`config.mk`:
```
export PLATFORM = sky130hd
export DESIGN_NAME = spi_master_scheduler
export DESIGN_NICKNAME = d
export VERILOG_FILES = /design/src/rtl/spi_master_scheduler.sv
export SDC_FILE = /design/constraint.sdc
export NUM_CORES = 1
export LEC_CHECK = 0
export ABC_CLOCK_PERIOD_IN_PS = 2600
export CELL_PAD_IN_SITES_DETAIL_PLACEMENT = 1
export CELL_PAD_IN_SITES_GLOBAL_PLACEMENT = 2
export CORE_AREA = 2 2 92 94
export CTS_CLUSTER_SIZE = 16
export DETAILED_ROUTE_END_ITERATION = 10
export DIE_AREA = 0 0 94 96
export PLACE_DENSITY_LB_ADDON = 0.1
export SETUP_SLACK_MARGIN = 0.1
export SYNTH_ARGS = -nofsm -noshare
export SYNTH_HDL_FRONTEND = slang
export SYNTH_SLANG_ARGS = --single-unit
```
`constraint.sdc`:
```
create_clock -name clock_i -period 2.6 [get_ports clock_i]
set_clock_uncertainty 0.05 [all_clocks]
set_input_delay 0.39 -clock clock_i [delete_from_list [all_inputs] [get_ports clock_i]]
set_output_delay 0.39 -clock clock_i [all_outputs]
set_load 0.1 [all_outputs]
```
`src/rtl/spi_master_scheduler.sv`:
```
// Round-robin scheduler sharing one SPI master engine between several requesters.
// Latches the winner's word, drives its slave-select, triggers the engine and returns the result.
module spi_master_scheduler #(
  parameter int requesters   = 4,
  parameter int bitcount     = 8,
  parameter bit ss_polarity  = 1'b1,
  parameter int guard_cycles = 2,
  parameter int start_limit  = 8
) (
  input  logic                           clock_i,
  input  logic                           reset_i,
  input  logic [requesters-1:0]          request_i,
  input  logic [requesters*bitcount-1:0] tx_data_i,
  output logic [requesters-1:0]          grant_o,
  output logic [requesters-1:0]          done_o,
  output logic                           error_o,
  output logic [bitcount-1:0]            rx_data_o,
  output logic [requesters-1:0]          ss_o,
  output logic                           engine_trigger_o,
  output logic [bitcount-1:0]            engine_data_o,
  input  logic                           engine_busy_i,
  input  logic [bitcount-1:0]            engine_rx_i
);

  localparam int PtrW   = $clog2(requesters);
  localparam int CntMax = (start_limit > guard_cycles) ? start_limit : guard_cycles;
  localparam int CntW   = $clog2(CntMax + 1);
  localparam logic [CntW-1:0] StartLast = CntW'(start_limit - 1);
  localparam logic [CntW-1:0] GuardLast = CntW'(guard_cycles - 1);
  localparam logic [PtrW-1:0] LastReq   = PtrW'(requesters - 1);

  typedef enum logic [2:0] {Idle, Setup, Start, Transfer, Guard} state_e;

  state_e                  state_q, state_d;
  logic [requesters-1:0]   grant_q, grant_d;
  logic [requesters-1:0]   done_q, done_d;
  logic                    error_q, error_d;
  logic                    trigger_q, trigger_d;
  logic [bitcount-1:0]     engine_data_q, engine_data_d;
  logic [bitcount-1:0]     rx_data_q, rx_data_d;
  logic [PtrW-1:0]         ptr_q, ptr_d;
  logic [PtrW-1:0]         owner_q, owner_d;
  logic [CntW-1:0]         cnt_q, cnt_d;
  logic                    found;
  logic [PtrW-1:0]         winner;
  int                      idx;

  always_ff @(posedge clock_i) begin
    if (reset_i) begin
      state_q       <= Idle;
      grant_q       <= '0;
      done_q        <= '0;
      error_q       <= 1'b0;
      trigger_q     <= 1'b0;
      engine_data_q <= '0;
      rx_data_q     <= '0;
      ptr_q         <= '0;
      owner_q       <= '0;
      cnt_q         <= '0;
    end else begin
      state_q       <= state_d;
      grant_q       <= grant_d;
      done_q        <= done_d;
      error_q       <= error_d;
      trigger_q     <= trigger_d;
      engine_data_q <= engine_data_d;
      rx_data_q     <= rx_data_d;
      ptr_q         <= ptr_d;
      owner_q       <= owner_d;
      cnt_q         <= cnt_d;
    end
  end

  always_comb begin
    state_d       = state_q;
    grant_d       = grant_q;
    done_d        = '0;
    error_d       = 1'b0;
    trigger_d     = 1'b0;
    engine_data_d = engine_data_q;
    rx_data_d     = rx_data_q;
    ptr_d         = ptr_q;
    owner_d       = owner_q;
    cnt_d         = cnt_q;
    found         = 1'b0;
    winner        = ptr_q;
    idx           = 0;

    // Scan starting at the pointer so the last owner gets lowest priority.
    for (int k = 0; k < requesters; k++) begin
      idx = int'(ptr_q) + k;
      if (idx >= requesters) idx = idx - requesters;
      if (!found && request_i[idx]) begin
        found  = 1'b1;
        winner = PtrW'(idx);
      end
    end

    case (state_q)
      Idle: begin
        if (found) begin
          grant_d         = '0;
          grant_d[winner] = 1'b1;
          owner_d         = winner;
          engine_data_d   = tx_data_i[winner*bitcount +: bitcount];
          state_d         = Setup;
        end
      end
      Setup: begin
        trigger_d = 1'b1;
        cnt_d     = '0;
        state_d   = Start;
      end
      Start: begin
        if (engine_busy_i) begin
          state_d = Transfer;
        end else if (cnt_q == StartLast) begin
          done_d  = grant_q;
          error_d = 1'b1;
          cnt_d   = '0;
          state_d = Guard;
        end else begin
          cnt_d = cnt_q + CntW'(1);
        end
      end
      Transfer: begin
        if (!engine_busy_i) begin
          rx_data_d = engine_rx_i;
          done_d    = grant_q;
          cnt_d     = '0;
          state_d   = Guard;
        end
      end
      Guard: begin
        if (cnt_q == GuardLast) begin
          grant_d = '0;
          ptr_d   = (owner_q == LastReq) ? '0 : owner_q + PtrW'(1);
          state_d = Idle;
        end else begin
          cnt_d = cnt_q + CntW'(1);
        end
      end
      default: state_d = Idle;
    endcase
  end

  // Slave-select follows the grant only while the wire is actually in use.
  assign ss_o = (state_q == Setup || state_q == Start || state_q == Transfer)
                ? (grant_q ^ {requesters{~ss_polarity}})
                : {requesters{~ss_polarity}};

  assign grant_o          = grant_q;
  assign done_o           = done_q;
  assign error_o          = error_q;
  assign rx_data_o        = rx_data_q;
  assign engine_trigger_o = trigger_q;
  assign engine_data_o    = engine_data_q;

endmodule

```
==> impl_metrics.toml, run 1 <==
[status]
status = "finished clean"

[final_layout]
layout.nets = 330
layout-drive-gt1-share_pct = 18.1
fillCellCount = 944
area_delta_synth_final_pct = 48.5
final_cell_count_no_fill = 386
num_antenna_cells = 0
fin_util_pct = 34.8

[floorplanning]
ioPinCount = 77
die_area_um2 = 9020
fp.coreArea_um2 = 8050
die_w_um = 94
rows = 33
start_util_pct = 23.4
die_h_um = 96

[clocking]
clock_latency_ps = 290
clk_pin_slew_ps = 80
cts_tree = "yes"
clock_sinks = 37
htreeDepth = 2
clockRootBuffer = "clkbuf_8"
cts_made_buffers = 5
cts.repair.resized = 0
cts_buffer_depth = 2
cts.hold.buffers_added = 0
cts_setup_buffers = 0

[yosys]
synth_area_leaders = "dfxtp_1, mux2i_1, nor2_1"
postSynth.asyncResetShare_pct = 0
netlist_instances = 206
syn_area_um2 = 1890
ys.flop_type = "dfxtp_1"
synth_warnings = 0
netlist.area_leader.share_pct = 39.3
synth_largest_area_cell = "dfxtp_1"
ys_seq_area_share_pct = 39.3
ys_ff_latch = 37
synth_nets = 256
synth.avg_cell_area_um2 = 9.16
synth_edf_count = 0
yosys-top-cells-count = "dfxtp_1, nor2_1, mux2i_1, a21oi_1, and2_1"
synth_most_common_cell = "dfxtp_1"
synth_cell_types = 42

[sta]
fin_ws_ps = 415
min_period_over_period_pct = 84.0
hold_viol_final = 0
min_period_ps = 2180
rsz0062_at_grt = "false"
max_freq_mhz = 458
worstMarginPinSlew_ps = 502
tns_ps = 0
max_slew_margin_pct = 66.3
slew_viol_final = 0
holdWs_ps = 429
setup_viol = 0

[place]
gp_congestion = 0.700
hpwl_um = 4280
dp_slack_ps = 97.6
placed_cells = 378
io_buffers = 76

[worst_setup_path]
crit_arrival_ps = 2350
end_kind = "register"
startpoint = "request_i[2]"
cp-start-kind = "primary input"
cp.required_ps = 2770
r2r-start = "cnt_q[0]$_SDFFE_PP0P_"
worstPathMaxFanout = 8
critPathKind = "primary input to register"

[grt]
gr-total-overflow = 0
grt_pass1_vias = 1685
grt_pass1_wl_um = 8760
grt_max_degree = 35
antenna_found_initial = 0
grtUsageTotal_pct = 12.5

[worst_hold_path]
min_from = "owner_q[1]$_SDFFE_PP0P_"
hold_class = "register to register"

[route]
drc = 0
vias = 1773
postRouteAntennaNets = 0
dr.first_iter.drc_count = 44
vias_per_cell = 4.59
routed_wl_um = 5720
routedWlPerCell_um = 14.8
drt_first_pass_iters = 3

[job]
cap_violations = 0

[power_and_ir_drop]
p_leak_nw = 1.07
power.density_nw_per_um2 = 626
irDropWorstVdd_uv = 190
-- layout make-up --
| cell class | count | area [um2] | area share (%) |
|---|---|---|---|
| tap | 105 | 131 | 4.69 |
| timing repair buffer | 81 | 736 | 26.3 |
| multi-input combinational | 154 | 1070 | 38.4 |
| clock inverter | 3 | 46.3 | 1.65 |
| clock buffer | 5 | 68.8 | 2.46 |
| sequential | 37 | 741 | 26.4 |
| inverter | 1 | 3.75 | 0.134 |
-- cell families (layout without fill, tap and decap cells) --
kind of cell / after synthesis / in the layout / synth area share (%)
AO/OA/AOI/OAI: 37 / 37 / 15.8
multiplexers: 21 / 21 / 11.1
AND/OR/NAND/NOR: 90 / 90 / 26.6
XOR/XNOR: 3 / 3 / 1.39
adder cells (fa/ha/maj): 3 / 3 / 1.99
flip-flops: 37 / 37 / 39.3
buffers and inverters: 15 / 90 / 3.78
-- final timing paths --
kind | end | slack, ps | depth (start not counted)
worst min register to register | owner_q[1]$_SDFFE_PP0P_ | 430 | 2
worst min-delay path | owner_q[1]$_SDFFE_PP0P_ | 430 | 2
worst max register to register | ptr_q[0]$_SDFFE_PP0N_ | 490 | 6
worst max-delay path | engine_data_o[5]$_SDFFE_PP0P_ | 420 | 5
-- sequential cells by signal, summed over array words and instances, names as in the netlist, 2 cells and up --
signal and flops:
engine_data_o 8, rx_data_o 8, cnt_q 4, done_o 4, grant_o 4, state_q 3
owner_q 2, ptr_q 2
-- worst max-delay path: stages --
cell	delay, ps
clkdlybuf4s50_1	620
nor4_1	120
or4_1	460
or3_1	510
o221ai_2	250
-- layout by cell type, fill, tap and decap left out, types with 6 or more instances in the layout --
master,netlist,layout
nor3_1,7,7
a21oi_1,9,9
clkdlybuf4s50_1,0,46
nand3b_1,8,8
nand2_1,7,7
and2_1,9,9
nor2b_1,6,6
dfxtp_1,37,37
buf_4,1,34
nor2_1,26,26
o221ai_2,6,6
nand3_1,8,8
mux2i_1,21,21
-- metal layers --
| layer | vias to the layer above | wire length, um | GRT usage, % |
|---|---|---|---|
| met5 | - | 0 | 0 |
| met4 | 0 | 65 | 3.99 |
| met3 | 6 | 292 | 2.98 |
| met2 | 34 | 2690 | 19.9 |
| met1 | 837 | 2670 | 16.6 |
| li1 | 896 | - | - |
-- metrics by stage --
step / total power, W / area [um2]
after floorplan: 0.00107 / 1890
after global placement: 0.00126 / 2690
after detailed placement: 0.00126 / 2690
after CTS: 0.00179 / 2800
after global routing: 0.00185 / 2800
final: 0.00175 / 2800
-- power breakdown --
part	total (W)	switching [W]	leakage [nW]	internal [W]
combinational	0.000591	0.000395	0.715	0.000196
sequential	0.000652	0.0000417	0.301	0.000610
clock	0.000512	0.000225	0.0543	0.000287
total	0.00175	0.000661	1.07	0.00109
Power figures use the tool's default switching activity.
==> run 2, diff against run 1 <==
--- a/config.mk
+++ b/config.mk
@@ -5,13 +5,13 @@
 export SDC_FILE = /design/constraint.sdc
 export NUM_CORES = 1
 export LEC_CHECK = 0
-export ABC_CLOCK_PERIOD_IN_PS = 2600
+export ABC_CLOCK_PERIOD_IN_PS = 2000
 export CELL_PAD_IN_SITES_DETAIL_PLACEMENT = 1
 export CELL_PAD_IN_SITES_GLOBAL_PLACEMENT = 2
-export CORE_AREA = 2 2 92 94
+export CORE_AREA = 2 2 96 98
 export CTS_CLUSTER_SIZE = 16
 export DETAILED_ROUTE_END_ITERATION = 10
-export DIE_AREA = 0 0 94 96
+export DIE_AREA = 0 0 98 100
 export PLACE_DENSITY_LB_ADDON = 0.1
 export SETUP_SLACK_MARGIN = 0.1
 export SYNTH_ARGS = -nofsm -noshare
==> constraint.sdc (replaced) <==
create_clock -name clock_i -period 2 [get_ports clock_i]
set_clock_uncertainty 0.05 [all_clocks]
set_input_delay 0.3 -clock clock_i [delete_from_list [all_inputs] [get_ports clock_i]]
set_output_delay 0.3 -clock clock_i [all_outputs]
set_load 0.1 [all_outputs]
==> impl_metrics.toml, run 2 (synthesis gave the netlist of run 1 again) <==
[clocking]
cts.hold.buffers_added = 0
clockRootBuffer = "clkbuf_8"
clk_pin_slew_ps = 70
clock_latency_ps = 290
clock_sinks = 37
cts_buffer_depth = 2
htreeDepth = 2
cts_tree = "yes"
cts_made_buffers = 5

[worst_setup_path]
r2r_end = "ptr_q[1]$_SDFFE_PP0N_"
cp.required_ps = 2130
cp-start-kind = "register"
reg2reg_setup_slack_ps = 140
worstPathMaxFanout = 7
end_kind = "register"
crit_arrival_ps = 1990
r2r-start = "cnt_q[1]$_SDFFE_PP0P_"
critPathKind = "register to register"
r2r.worst_path.cells = 6

[worst_hold_path]
holdPathEnd = "owner_q[1]$_SDFFE_PP0P_"
min_path_cells = 2
hold_class = "register to register"
min_from = "owner_q[1]$_SDFFE_PP0P_"

[floorplanning]
start_util_pct = 21.2
die_w_um = 98
rows = 35
die_h_um = 100
ioPinCount = 77
fp.coreArea_um2 = 8890
die_area_um2 = 9800

[sta]
hold_viol_final = 0
rsz0062_at_grt = "true"
setup_viol = 0
min_period_ps = 1860
fin_ws_ps = 136
min_period_over_period_pct = 93.2
worstMarginPinSlew_ps = 553
max_slew_margin_pct = 62.8
slew_viol_final = 0
max_freq_mhz = 537

[place]
post_dp_cell_area_um2 = 2930
dp_slack_ps = -401
io_buffers = 76
hpwl_um = 4550
gp_congestion = 0.727

[final_layout]
final_area_um2 = 3140
fillCellCount = 1034
layout-drive-gt1-share_pct = 34.6
final_cell_mix = "buf_4, clkdlybuf4s50_1, dfxtp_1"
layout.nets = 355
num_antenna_cells = 0
area_delta_synth_final_pct = 66.4
final_common_cell = "buf_4"

[status]
status = "finished clean"

[power_and_ir_drop]
p_leak_nw = 1.25
power.density_nw_per_um2 = 717
irDropWorstVdd_uv = 274

[route]
drc = 0
postRouteAntennaNets = 0
routedWlPerCell_um = 14.3
vias = 1904
dr.first_iter.drc_count = 42
vias_per_cell = 4.57
routed_wl_um = 5980
drt_first_pass_iters = 4

[grt]
antenna_found_initial = 0
grt_pass1_vias = 2020
grt_max_degree = 35
grt_pass1_wl_um = 10100
gr-total-overflow = 0
grtUsageTotal_pct = 12.7

[job]
cap_violations = 0
## run 2: cell types whose count changed in the layout (fill, tap and decap cells not counted), moves of 4 or more
cell / before / now
dfxtp_1: 37 / 29
clkdlybuf4s50_1: 46 / 42
buf_12: 1 / 5
dfxtp_2: 0 / 8
and2_2: 0 / 4
buf_4: 34 / 53
and2_1: 9 / 5
## run 2: final cells by class
cell class                      instances  area [um2]  share of cell area (%)
Clock buffer                            6        72.6                    2.31
Clock inverter                          2        10.0                   0.319
Inverter                                1        3.75                   0.120
Multi-Input combinational cell        154        1180                    37.7
Sequential cell                        37         751                    23.9
Tap cell                              111         139                    4.42
Timing Repair Buffer                  106         980                    31.2
## run 2: worst max-delay path: stages, from the launching register on
cell and delay [ps]:
dfxtp_2 320, inv_2 60, ha_4 110, or3b_4 390
or4b_4 600, mux2i_1 180, nor2_1 50
## run 2: what timing repair did
| item | in CTS | in global routing |
|---|---|---|
| endpoints found under the setup margin | 21 | 19 |
| gates resized for setup | 17 | 15 |
| buffers inserted | 2 | 0 |
| pin swaps | 2 | 10 |
| hold endpoints to repair | 0 | 0 |
## run 2: per-layer routing
| layer | routed length, um | part of all wire [%] | GRT usage [%] | vias to the layer above |
|---|---|---|---|---|
| met5 | 0 | 0 | 0 | - |
| met4 | 55 | 0.92 | 2.88 | 0 |
| met3 | 267 | 4.5 | 2.65 | 6 |
| met2 | 2980 | 50 | 23.0 | 39 |
| met1 | 2680 | 45 | 15.4 | 915 |
| li1 | - | - | - | 944 |
## run 2: how the worst max path moves through the flow
stage / end / from / cells after the start
after floorplan: grant_o[0]$_SDFFE_PP0P_ / cnt_q[0]$_SDFFE_PP0P_ / 7
after global placement: engine_data_o[5]$_SDFFE_PP0P_ / request_i[2] / 5
after detailed placement: engine_data_o[3]$_SDFFE_PP0P_ / request_i[2] / 5
after CTS: engine_data_o[0]$_SDFFE_PP0P_ / ptr_q[1]$_SDFFE_PP0N_ / 6
after global routing: cnt_q[0]$_SDFFE_PP0P_ / cnt_q[1]$_SDFFE_PP0P_ / 9
final: ptr_q[1]$_SDFFE_PP0N_ / cnt_q[1]$_SDFFE_PP0P_ / 6
## run 2: power breakdown
group          total, W  switching [W]  internal, W
Combinational  0.000907       0.000565     0.000341
Sequential     0.000834      0.0000377     0.000797
Clock          0.000512       0.000270     0.000242
Total           0.00225       0.000873      0.00138
## run 2: stage by stage
step | std cells | power [W] | hold slack, ps | TNS (ps) | utilization, %
global route | 417 | 0.00239 | 440 | 0 | 35.3
finish | 417 | 0.00225 | 420 | 0 | 35.3
detailed placement | 407 | 0.00172 | 412 | -4040 | 32.9
floorplan | 206 | 0.00140 | 390 | 0 | -
global placement | 407 | 0.00172 | 409 | -4110 | 32.9
CTS | 417 | 0.00227 | 423 | 0 | 34.7
==> run 3, diff against run 2 <==
--- a/config.mk
+++ b/config.mk
@@ -8,10 +8,11 @@
 export ABC_CLOCK_PERIOD_IN_PS = 2000
 export CELL_PAD_IN_SITES_DETAIL_PLACEMENT = 1
 export CELL_PAD_IN_SITES_GLOBAL_PLACEMENT = 2
-export CORE_AREA = 2 2 96 98
+export CORE_AREA = 2 2 94 96
+export CTS_BUF_LIST = sky130_fd_sc_hd__clkbuf_4 sky130_fd_sc_hd__clkbuf_8
 export CTS_CLUSTER_SIZE = 16
 export DETAILED_ROUTE_END_ITERATION = 10
-export DIE_AREA = 0 0 98 100
+export DIE_AREA = 0 0 96 98
 export PLACE_DENSITY_LB_ADDON = 0.1
 export SETUP_SLACK_MARGIN = 0.1
 export SYNTH_ARGS = -nofsm -noshare
==> impl_metrics.toml, run 3 (synthesis gave the netlist of run 1 again) <==
[worst_hold_path]
min_path_cells = 2
min_from = "owner_q[1]$_SDFFE_PP0P_"
holdPathEnd = "owner_q[1]$_SDFFE_PP0P_"
hold_class = "register to register"

[final_layout]
fillCellCount = 1011
area_delta_synth_final_pct = 68.9
final_common_cell = "buf_4"
final_cell_mix = "buf_4, clkdlybuf4s50_1, dfxtp_1"
multi_input_area_um2 = 1230
num_antenna_cells = 0
final_area_um2 = 3190
layout-drive-gt1-share_pct = 37.7
layout.nets = 355
layout.area.seq_um2 = 751

[route]
drc = 0
vias_per_cell = 4.64
routed_wl_um = 6190
drt_first_pass_iters = 4
routedWlPerCell_um = 15.0
postRouteAntennaNets = 0
vias = 1916
dr.first_iter.drc_count = 36

[sta]
rsz0062_at_grt = "true"
setup_viol = 0
hold_viol_final = 0
max_slew_margin_pct = 62.7
min_period_ps = 1890
min_period_over_period_pct = 94.3
max_freq_mhz = 530
fin_ws_ps = 113
slew_viol_final = 0
worstMarginPinSlew_ps = 554

[place]
hpwl_um = 4410
gp_congestion = 0.709
post_dp_cell_area_um2 = 2920
io_buffers = 76
dp_slack_ps = -350

[clocking]
clk_pin_slew_ps = 70
clock_sinks = 37
cts_tree = "yes"
clockRootBuffer = "clkbuf_8"
cts.hold.buffers_added = 0
cts_made_buffers = 5
cts_buffer_depth = 2
htreeDepth = 2
clock_latency_ps = 290

[worst_setup_path]
cp.required_ps = 2120
cp-start-kind = "primary input"
r2r-start = "ptr_q[1]$_SDFFE_PP0N_"
worstPathMaxFanout = 6
reg2reg_setup_slack_ps = 140
r2r_end = "engine_data_o[4]$_SDFFE_PP0P_"
end_kind = "register"
crit_arrival_ps = 2010
r2r.worst_path.cells = 6
critPathKind = "primary input to register"

[power_and_ir_drop]
fin_total_pwr_w = 0.00233
p_int_w = 0.00145
irDropWorstVdd_uv = 216
power_switching_w = 0.000882
p_leak_nw = 1.25
pwr-share-comb_pct = 40.3
clock_power_share_pct = 23.8
netSwitchingFraction_pct = 37.9
power.density_nw_per_um2 = 730
pwr-share-seq_pct = 35.9

[floorplanning]
ioPinCount = 77
die_h_um = 98
rows = 34
die_w_um = 96
start_util_pct = 22.3
die_area_um2 = 9410
fp.coreArea_um2 = 8470

[grt]
grt_pass1_vias = 1957
grtUsageTotal_pct = 13.1
antenna_found_initial = 0
gr-total-overflow = 0
grt_pass1_wl_um = 9760
grt_max_degree = 26

[status]
status = "finished clean"

[job]
cap_violations = 0
-- run 3: cell count changes in the layout (fill, tap and decap cells not counted), sizes merged --
cell          change
clkinv            -2
buf               -1
clkbuf            +1
dlygate4sd2       +1
dlymetal6s2s      -1
nand2             +1
-- run 3: worst max path at each step --
stage | start | to | cells past startpoint
6_report | request_i[0] | engine_data_o[4]$_SDFFE_PP0P_ | 8
3_3_place_gp | request_i[3] | engine_data_o[5]$_SDFFE_PP0P_ | 7
2_1_floorplan | cnt_q[0]$_SDFFE_PP0P_ | grant_o[0]$_SDFFE_PP0P_ | 7
4_1_cts | ptr_q[0]$_SDFFE_PP0N_ | engine_data_o[1]$_SDFFE_PP0P_ | 6
5_1_grt | request_i[0] | engine_data_o[4]$_SDFFE_PP0P_ | 8
3_5_place_dp | request_i[3] | engine_data_o[3]$_SDFFE_PP0P_ | 7
-- run 3: power by group through the flow --
stage / Sequential (W) / Clock, W / Combinational [W]
floorplan: 0.00111 / 0 / 0.000286
global placement: 0.000846 / 0 / 0.000873
detailed placement: 0.000846 / 0 / 0.000876
CTS: 0.000830 / 0.000581 / 0.000904
global route: 0.000843 / 0.000618 / 0.00100
finish: 0.000836 / 0.000554 / 0.000938
-- run 3: area by class of cell --
class | count | share of cell area, %
multi-input combinational | 155 | 38.8
inverter | 1 | 0.118
tap | 108 | 4.24
sequential | 37 | 23.6
timing repair buffer | 105 | 30.5
clock buffer | 7 | 2.83
-- run 3: repair_timing --
| action | CTS | global route |
|---|---|---|
| setup buffers | 2 | 0 |
| setup endpoints to repair | 19 | 23 |
| gates resized for setup | 20 | 24 |
| pin swaps | 4 | 7 |
| cloned | 1 | 0 |
-- run 3: metrics by stage --
step / utilization (%) / hold slack [ps] / setup TNS, ps / cells
finish: 37.6 / 418 / 0 / 413
CTS: 36.5 / 418 / 0 / 413
global placement: 34.4 / 407 / -3620 / 403
global route: 37.6 / 450 / 0 / 413
detailed placement: 34.4 / 407 / -3910 / 403
floorplan: - / 390 / 0 / 206
-- run 3: worst max-delay path, stage by stage --
cell           delay, ps
dlygate4sd2_1        260
buf_4                140
and3b_1              150
or4_4                490
buf_4                170
nand2_4              130
mux2i_2              250
o221ai_2             110
-- run 3: per-layer routing --
metal	track usage, %	part of all wire (%)	up-vias
met4	2.97	0.89	0
met5	0	0	-
li1	-	-	942
met3	2.24	5.1	5
met1	16.4	44	918
met2	23.1	50	51
